<file path="config.mk">
export PLATFORM = sky130hd
export DESIGN_NAME = pc_unit_flat
export DESIGN_NICKNAME = d
export VERILOG_FILES = /design/src/rtl/pc_unit_if.sv /design/src/rtl/pc_unit.sv /design/src/flat_wrapper.sv
export SDC_FILE = /design/constraint.sdc
export NUM_CORES = 1
export LEC_CHECK = 0
export ABC_CLOCK_PERIOD_IN_PS = 3900
export CORE_MARGIN = 4
export CORE_UTILIZATION = 45
export CTS_CLUSTER_SIZE = 10
export DETAILED_ROUTE_END_ITERATION = 16
export GPL_TIMING_DRIVEN = 0
export PLACE_DENSITY = 0.67
export SLEW_MARGIN = 20
export SYNTH_ARGS = -nofsm -noshare
export SYNTH_HDL_FRONTEND = slang
export SYNTH_SLANG_ARGS = --single-unit
</file>
<file path="constraint.sdc">
create_clock -name clk -period 3.9 [get_ports clk]
set_input_delay 1.17 -clock clk [delete_from_list [all_inputs] [get_ports clk]]
set_output_delay 1.17 -clock clk [all_outputs]
set_load 0.03 [all_outputs]
</file>
<file path="src/rtl/pc_unit_if.sv">
// Fetch-side bundle between the PC unit and its control source: redirect controls in,
// current instruction address and return-stack status out.
interface pc_unit_if #(
  parameter int WIDTH = 16
);
  logic             hit;
  logic             branchTaken;
  logic             call;
  logic             ret;
  logic [WIDTH-1:0] branchTarget;
  logic [WIDTH-1:0] instAddrResult;
  logic             rasEmpty;
  logic             rasFull;
  logic             rasOverflow;
  logic             rasUnderflow;
  logic [15:0]      redirCount;

  modport master (
    output hit, branchTaken, call, ret, branchTarget,
    input  instAddrResult, rasEmpty, rasFull, rasOverflow, rasUnderflow, redirCount
  );

  modport slave (
    input  hit, branchTaken, call, ret, branchTarget,
    output instAddrResult, rasEmpty, rasFull, rasOverflow, rasUnderflow, redirCount
  );
endinterface

</file>
<file path="src/rtl/pc_unit.sv">
// Program counter with circular return-address stack; all state moves on the falling clock edge.
// Optional redirect performance counter enabled by defining PC_UNIT_PERF_EN.
module pc_unit #(
  parameter int               WIDTH     = 16,
  parameter int               STEP      = 1,
  parameter int               RAS_DEPTH = 4,
  parameter logic [WIDTH-1:0] RESET_VEC = {WIDTH{1'b0}}
) (
  input  logic     clk,
  input  logic     resetN,
  pc_unit_if.slave bus
);
  localparam int PW = $clog2(RAS_DEPTH);
  localparam int CW = PW + 1;

  logic [WIDTH-1:0] r_pc;
  logic [WIDTH-1:0] r_ras [RAS_DEPTH];
  logic [PW-1:0]    r_top;
  logic [CW-1:0]    r_cnt;
  logic             r_ovf;
  logic             r_unf;

  logic [WIDTH-1:0] w_seq;
  logic [WIDTH-1:0] w_pc_nxt;
  logic [PW-1:0]    w_top_inc;
  logic             w_full;
  logic             w_empty;
  logic             w_push;
  logic             w_pop;
  logic             w_ovf_set;
  logic             w_unf_set;

  assign w_seq     = r_pc + WIDTH'(STEP);
  assign w_top_inc = r_top + PW'(1);
  assign w_full    = (r_cnt == CW'(RAS_DEPTH));
  assign w_empty   = (r_cnt == {CW{1'b0}});

  // Next-state selection, ret > call > branchTaken > sequential
  always_comb begin
    w_pc_nxt  = w_seq;
    w_push    = 1'b0;
    w_pop     = 1'b0;
    w_ovf_set = 1'b0;
    w_unf_set = 1'b0;
    if (bus.ret) begin
      if (!w_empty) begin
        w_pc_nxt = r_ras[r_top];
        w_pop    = 1'b1;
      end else begin
        w_unf_set = 1'b1;
      end
    end else if (bus.call) begin
      w_pc_nxt  = bus.branchTarget;
      w_push    = 1'b1;
      w_ovf_set = w_full;
    end else if (bus.branchTaken) begin
      w_pc_nxt = bus.branchTarget;
    end else begin
      w_pc_nxt = w_seq;
    end
  end

  // PC, stack pointer/count and sticky flags; hit=0 freezes everything
  always_ff @(negedge clk or negedge resetN) begin
    if (!resetN) begin
      r_pc  <= RESET_VEC;
      r_top <= {PW{1'b0}};
      r_cnt <= {CW{1'b0}};
      r_ovf <= 1'b0;
      r_unf <= 1'b0;
    end else if (bus.hit) begin
      r_pc <= w_pc_nxt;
      if (w_push) begin
        // When full the incremented pointer lands on the oldest entry, overwriting it
        r_top <= w_top_inc;
        if (!w_full) begin
          r_cnt <= r_cnt + CW'(1);
        end else begin
          r_cnt <= r_cnt;
        end
      end else if (w_pop) begin
        r_top <= r_top - PW'(1);
        r_cnt <= r_cnt - CW'(1);
      end else begin
        r_top <= r_top;
        r_cnt <= r_cnt;
      end
      r_ovf <= r_ovf | w_ovf_set;
      r_unf <= r_unf | w_unf_set;
    end else begin
      r_pc  <= r_pc;
      r_top <= r_top;
      r_cnt <= r_cnt;
      r_ovf <= r_ovf;
      r_unf <= r_unf;
    end
  end

  // Stack storage carries no reset; only the slot at the new top is written
  always_ff @(negedge clk) begin
    if (resetN && bus.hit && w_push) begin
      r_ras[w_top_inc] <= w_seq;
    end
  end

`ifdef PC_UNIT_PERF_EN
  logic [15:0] r_redir;
  logic        w_redir;

  assign w_redir = (bus.ret && !w_empty) || bus.call || bus.branchTaken;

  // Saturating count of accepted redirects
  always_ff @(negedge clk or negedge resetN) begin
    if (!resetN) begin
      r_redir <= 16'h0000;
    end else if (bus.hit && w_redir && (r_redir != 16'hFFFF)) begin
      r_redir <= r_redir + 16'h0001;
    end else begin
      r_redir <= r_redir;
    end
  end

  assign bus.redirCount = r_redir;
`else
  assign bus.redirCount = 16'h0000;
`endif

  assign bus.instAddrResult = r_pc;
  assign bus.rasEmpty       = w_empty;
  assign bus.rasFull        = w_full;
  assign bus.rasOverflow    = r_ovf;
  assign bus.rasUnderflow   = r_unf;
endmodule

</file>
<file path="src/flat_wrapper.sv">
// flat-port wrapper written by rule: the top's interface ports become plain ports
module pc_unit_flat 
#(
  parameter int               WIDTH     = 16,
  parameter int               STEP      = 1,
  parameter int               RAS_DEPTH = 4,
  parameter logic [WIDTH-1:0] RESET_VEC = {WIDTH{1'b0}}
)
  (clk, resetN, bus_hit, bus_branchTaken, bus_call, bus_ret, bus_branchTarget, bus_instAddrResult, bus_rasEmpty, bus_rasFull, bus_rasOverflow, bus_rasUnderflow, bus_redirCount);
  pc_unit_if #(.WIDTH(WIDTH)) bus_i ();
  input  logic clk;
  input  logic resetN;
  input wire logic [$bits(bus_i.hit)-1:0] bus_hit;
  input wire logic [$bits(bus_i.branchTaken)-1:0] bus_branchTaken;
  input wire logic [$bits(bus_i.call)-1:0] bus_call;
  input wire logic [$bits(bus_i.ret)-1:0] bus_ret;
  input wire logic [$bits(bus_i.branchTarget)-1:0] bus_branchTarget;
  output wire logic [$bits(bus_i.instAddrResult)-1:0] bus_instAddrResult;
  output wire logic [$bits(bus_i.rasEmpty)-1:0] bus_rasEmpty;
  output wire logic [$bits(bus_i.rasFull)-1:0] bus_rasFull;
  output wire logic [$bits(bus_i.rasOverflow)-1:0] bus_rasOverflow;
  output wire logic [$bits(bus_i.rasUnderflow)-1:0] bus_rasUnderflow;
  output wire logic [$bits(bus_i.redirCount)-1:0] bus_redirCount;
  assign bus_i.hit = bus_hit;
  assign bus_i.branchTaken = bus_branchTaken;
  assign bus_i.call = bus_call;
  assign bus_i.ret = bus_ret;
  assign bus_i.branchTarget = bus_branchTarget;
  assign bus_instAddrResult = bus_i.instAddrResult;
  assign bus_rasEmpty = bus_i.rasEmpty;
  assign bus_rasFull = bus_i.rasFull;
  assign bus_rasOverflow = bus_i.rasOverflow;
  assign bus_rasUnderflow = bus_i.rasUnderflow;
  assign bus_redirCount = bus_i.redirCount;
  pc_unit #(.WIDTH(WIDTH), .STEP(STEP), .RAS_DEPTH(RAS_DEPTH), .RESET_VEC(RESET_VEC)) u_core (.clk(clk), .resetN(resetN), .bus(bus_i));
endmodule
</file>
=== Yosys cells after proc, flatten, opt, wreduce, memory -nomap -nowiden ===
Memories as Yosys holds them, arrays and structs flattened.
Cells that the tools add are included.

* Add/subtract/negate cells: 5
* Equality and inequality tests: 2
* Muxes and demuxes: 19
* Bitwise gates (word level): 2
* Reduce and logical (&&, ||, !) cells: 6

{| class="wikitable"
|+ Operators with widths
! operator !! number
|-
| 2-to-1 mux 16 bit || 4
|-
| adder 16 x 1 -> 16 bit (second input constant) || 1
|-
| 2-to-1 mux 1 bit || 10
|-
| 2-to-1 mux 3 bit || 3
|-
| 2-to-1 mux 2 bit || 2
|-
| adder 3 x 1 -> 3 bit (second input constant) || 1
|-
| == test 3 bit (second input constant) || 1
|-
| logical NOT 3 bit || 1
|-
| AND reduction 3 bit || 1
|-
| subtractor 3 x 1 -> 3 bit (second input constant) || 1
|-
| adder 2 x 1 -> 2 bit (second input constant) || 1
|-
| logical AND 1 bit || 2
|-
| != test 2 bit (second input constant) || 1
|-
| bitwise OR 1 bit || 2
|-
| AND reduction 2 bit || 1
|-
| nonzero test 2 bit || 1
|-
| subtractor 2 x 1 -> 2 bit (second input constant) || 1
|}

* Flip-flop bits (word level): 23
* RAM bits: 64
* Input port bits: 22
* Output and inout bits: 36
* Logic and storage cells: 40
* Memories kept: 1

{| class="wikitable"
|+ Memories
! memory !! depth !! width !! rd ports !! clocked after Yosys merged registers in !! write ports !! line !! text
|-
| u_core.r_ras || 4 || 16 || 1 || 0 || 1 || pc_unit.sv:17 || <nowiki>logic [WIDTH-1:0] r_ras [RAS_DEPTH];</nowiki>
|}

=== Logic depth before layout (Yosys ltp) ===
* Depth in word-level cells: 5
* Depth in mapped cells: 8
* Gate-level depth less buffers: 6

==> run_results.csv <==
group,metric,value,unit
cts,cts_buffer_depth,2,
job,maxCapViolations,0,
floorplan,placementRows,35,
finish,drive_gt1_share,35.5,%
timing,holdWs,448,ps
power_and_ir_drop,power_density,638,nW/µm²
worst_setup_path,reg2reg_depth,8,
grt,grtUsageMet2,37.4,%
timing,fin_ws,-595,ps
worst_hold_path,hold_end,"u_core.bus.rasOverflow",
timing,hold_viol_final,0,
yosys,synth-edff-count,64,
timing,slew-limit-headroom,47.8,%
finish,area_delta_synth_final,43.3,%
power_and_ir_drop,max-vdd-ir-drop,0.000290,V
floorplan,die_h,106,µm
detailed_routing,wl_per_cell,19.1,µm
grt,grtUsageTotal,22.6,%
place,gp_congestion,0.841,
yosys,synthDistinctLibCells,66,
timing,setup_viol_count_final,32,
cts,tritoncts.num_buffers,9,
grt,use_met1,29.5,%
worst_setup_path,cp_max_fo,2,
place,dp_hpwl,7.51,mm
status,violations,"setup timing",
worst_setup_path,reg2reg_slack,1100,ps
finish,antenna_cells,0,
grt,grt_max_degree,25,
cts,cts_sinks,87,
yosys,yosys.area_share.simple,10.2,%
yosys,synth_top_area_cell,"edfxtp_1",
yosys,synth_top_family_by_area,"compound AO/OA/AOI/OAI gates",
finish,fillerInstances,730,
worst_setup_path,worstPathRequired,2730,ps
cts,cts_root_buf,"clkbuf_8",
power_and_ir_drop,finalPower,0.00396,W
place,placed_area,5070,µm²
floorplan,core,9330,µm²
floorplan,start_util,46.5,%
detailed_routing,wl,12.4,mm
finish,design_area,6210,µm²
timing,tns,-4330,ps
cts,cts_tree,"yes",
grt,top_usage_layer,"met2",
cts,clk_latency,430,ps
place,io_buffers,41,
yosys,synth_common_cells,"edfxtp_1 (64), dfrtn_1 (23), nand2_1 (21)",
yosys,syn_area,4340,µm²
worst_hold_path,hold_depth,1,
yosys,synthXorXnorAreaFrac,3.03,%
detailed_routing,first_pass_iters,7,
yosys,synth_cells,329,
finish,fin_util,66.6,%
floorplan,ioPinCount,58,
detailed_routing,avgViaCountPerCell,5.44,
power_and_ir_drop,leakagePower,2.65,nW
grt,grt_pass1_wl,19.3,mm
yosys,synth_compound_area_share,11.2,%
grt,grtUsageMet3,5.16,%
yosys,synth-adder-area-share,1.90,%
finish,nets,544,
yosys,async_reset_ff_share,26.4,%
timing,tightestPinTransition,783,ps
floorplan,die-width,106,µm
worst_setup_path,path_class,"reg2out",
yosys,synth.most_common_cell,"edfxtp_1",
yosys,yosysWarnings,0,
detailed_routing,drtIter0Drc,320,
detailed_routing,drcViolationCount,0,
detailed_routing,ant_nets,0,
timing,fin_skew,88.7,ps
grt,grt_pass1_vias,3517,
grt,grt_antenna_before_repair,0,
cts,cts.clk_slew.worst_paths,70,ps
grt,overflow,0,
timing,finalMaxSlewViolations,0,
yosys,seq_area_frac_synth,57.6,%
yosys,synthTopCellsByArea,"edfxtp_1 (44%), dfrtn_1 (13%), mux4_2 (7.8%), buf_4 (2.8%), xnor2_1 (2.6%)",
worst_hold_path,holdCritStartpoint,"u_core.bus.rasOverflow",
yosys,synth_top_area_share,44.3,%
yosys,synthMuxAreaShare,9.35,%
worst_setup_path,r2r_end,"u_core.r_top[1]",
worst_setup_path,crit_path_end_kind,"primary output",
worst_setup_path,critPathLaunchType,"register",
worst_setup_path,rr_startpoint,"u_core.r_top[1]",
status,status,"complete, but fails checks",
yosys,avgSynthCellArea,13.2,µm²
detailed_routing,num_vias,3535,
timing,rsz0062_at_grt,"true",
yosys,ys.flop_type,"edfxtp_1",
floorplan,die_area,11300,µm²
yosys,synth-seq-cells,87,
worst_hold_path,min_path_type,"reg2reg",
cts,htreeDepth,3,
worst_setup_path,crit_arrival,3330,ps
## what timing repair did
| item | CTS | global route |
|---|---|---|
| buffers inserted | 43 | 17 |
| pin swaps | 14 | 12 |
| setup endpoints to repair | 107 | 54 |
| resized for setup | 189 | 24 |
| endpoints found under the hold margin | 0 | 0 |
| hold buffers | 0 | 0 |
| gates cloned | 1 | 0 |
## cells by family after synthesis
family | after synthesis
flops | 87
simple gates | 83
compound gates | 67
buf+inv | 50
mux | 20
xor+xnor | 15
fa+ha+maj | 6
other cells | 1
## stage by stage
step	setup slack [ps]	std cells
floorplan	-310	344
global placement	-1610	514
detailed placement	-1130	514
CTS	-676	636
global route	-621	650
finish	-595	650
## worst max-delay path, cell delays in order (launching register included)
cell and delay [ps]:
dfrtn_1 380, or3_4 450, inv_8 80, buf_6 120
## sequential cells by signal (all words and copies together), names as in the netlist
signal	cells
u_core.r_ras	64
u_core.bus.rasOverflow	1
u_core.bus.instAddrResult	16
u_core.r_top	2
u_core.bus.rasUnderflow	1
u_core.r_cnt	3
## power by group
group	switching (W)	total, W	internal [W]
sequential	0.000101	0.00133	0.00123
combinational	0.000957	0.00176	0.000798
clock	0.000541	0.000881	0.000340
total	0.00160	0.00396	0.00236
## area by class of cell
class | instances | area, µm² | share of cell area [%]
Clock inverter | 70 | 308 | 4.96
Multi-Input combinational cell | 207 | 1780 | 28.6
Inverter | 16 | 75.1 | 1.21
Tap cell | 129 | 161 | 2.60
Clock buffer | 10 | 128 | 2.05
Sequential cell | 87 | 2500 | 40.2
Buffer | 31 | 253 | 4.07
Timing Repair Buffer | 100 | 1010 | 16.3
## how the worst max path moves through the flow
stage                                         to  slack (ps)       startpoint
finish                              bus_rasEmpty        -600  u_core.r_cnt[0]
global route                        bus_rasEmpty        -620  u_core.r_cnt[0]
CTS                                 bus_rasEmpty        -680  u_core.r_cnt[1]
detailed placement               u_core.r_cnt[2]       -1130         bus_call
global placement              u_core.r_ras[2][9]       -1610           resetN
floorplan           u_core.bus.instAddrResult[7]        -310  bus_branchTaken
## placed cells by master, fill, tap and decap left out, types with 3 or more instances in the layout
cell             count
or2_2                3
buf_2                3
clkbuf_1             4
a21oi_1              5
nor3_1               6
a22o_1               3
o21ai_1              5
mux4_2              15
or4_1                4
o21ai_0              5
edfxtp_1            64
buf_8                3
or4_4                3
buf_12              10
ha_1                 5
mux2i_1              3
a31oi_1              3
xnor2_1             12
nor2_1              13
dfrtn_1             23
o22ai_1              5
buf_6               29
inv_8                4
buf_4               61
nand4_1              3
conb_1              16
nand3_1              9
clkbuf_8            11
nand2_1             18
inv_1               76
and2_4               4
clkdlybuf4s50_1     14
## layer usage
metal / up-vias / share of wire, % / routed length, µm
met5: - / 0 / 0
met4: 0 / 1.7 / 208
met3: 20 / 6.2 / 773
met2: 141 / 51 / 6310
met1: 1766 / 41 / 5110
li1: 1608 / - / -
Power figures use the tool's default switching activity.
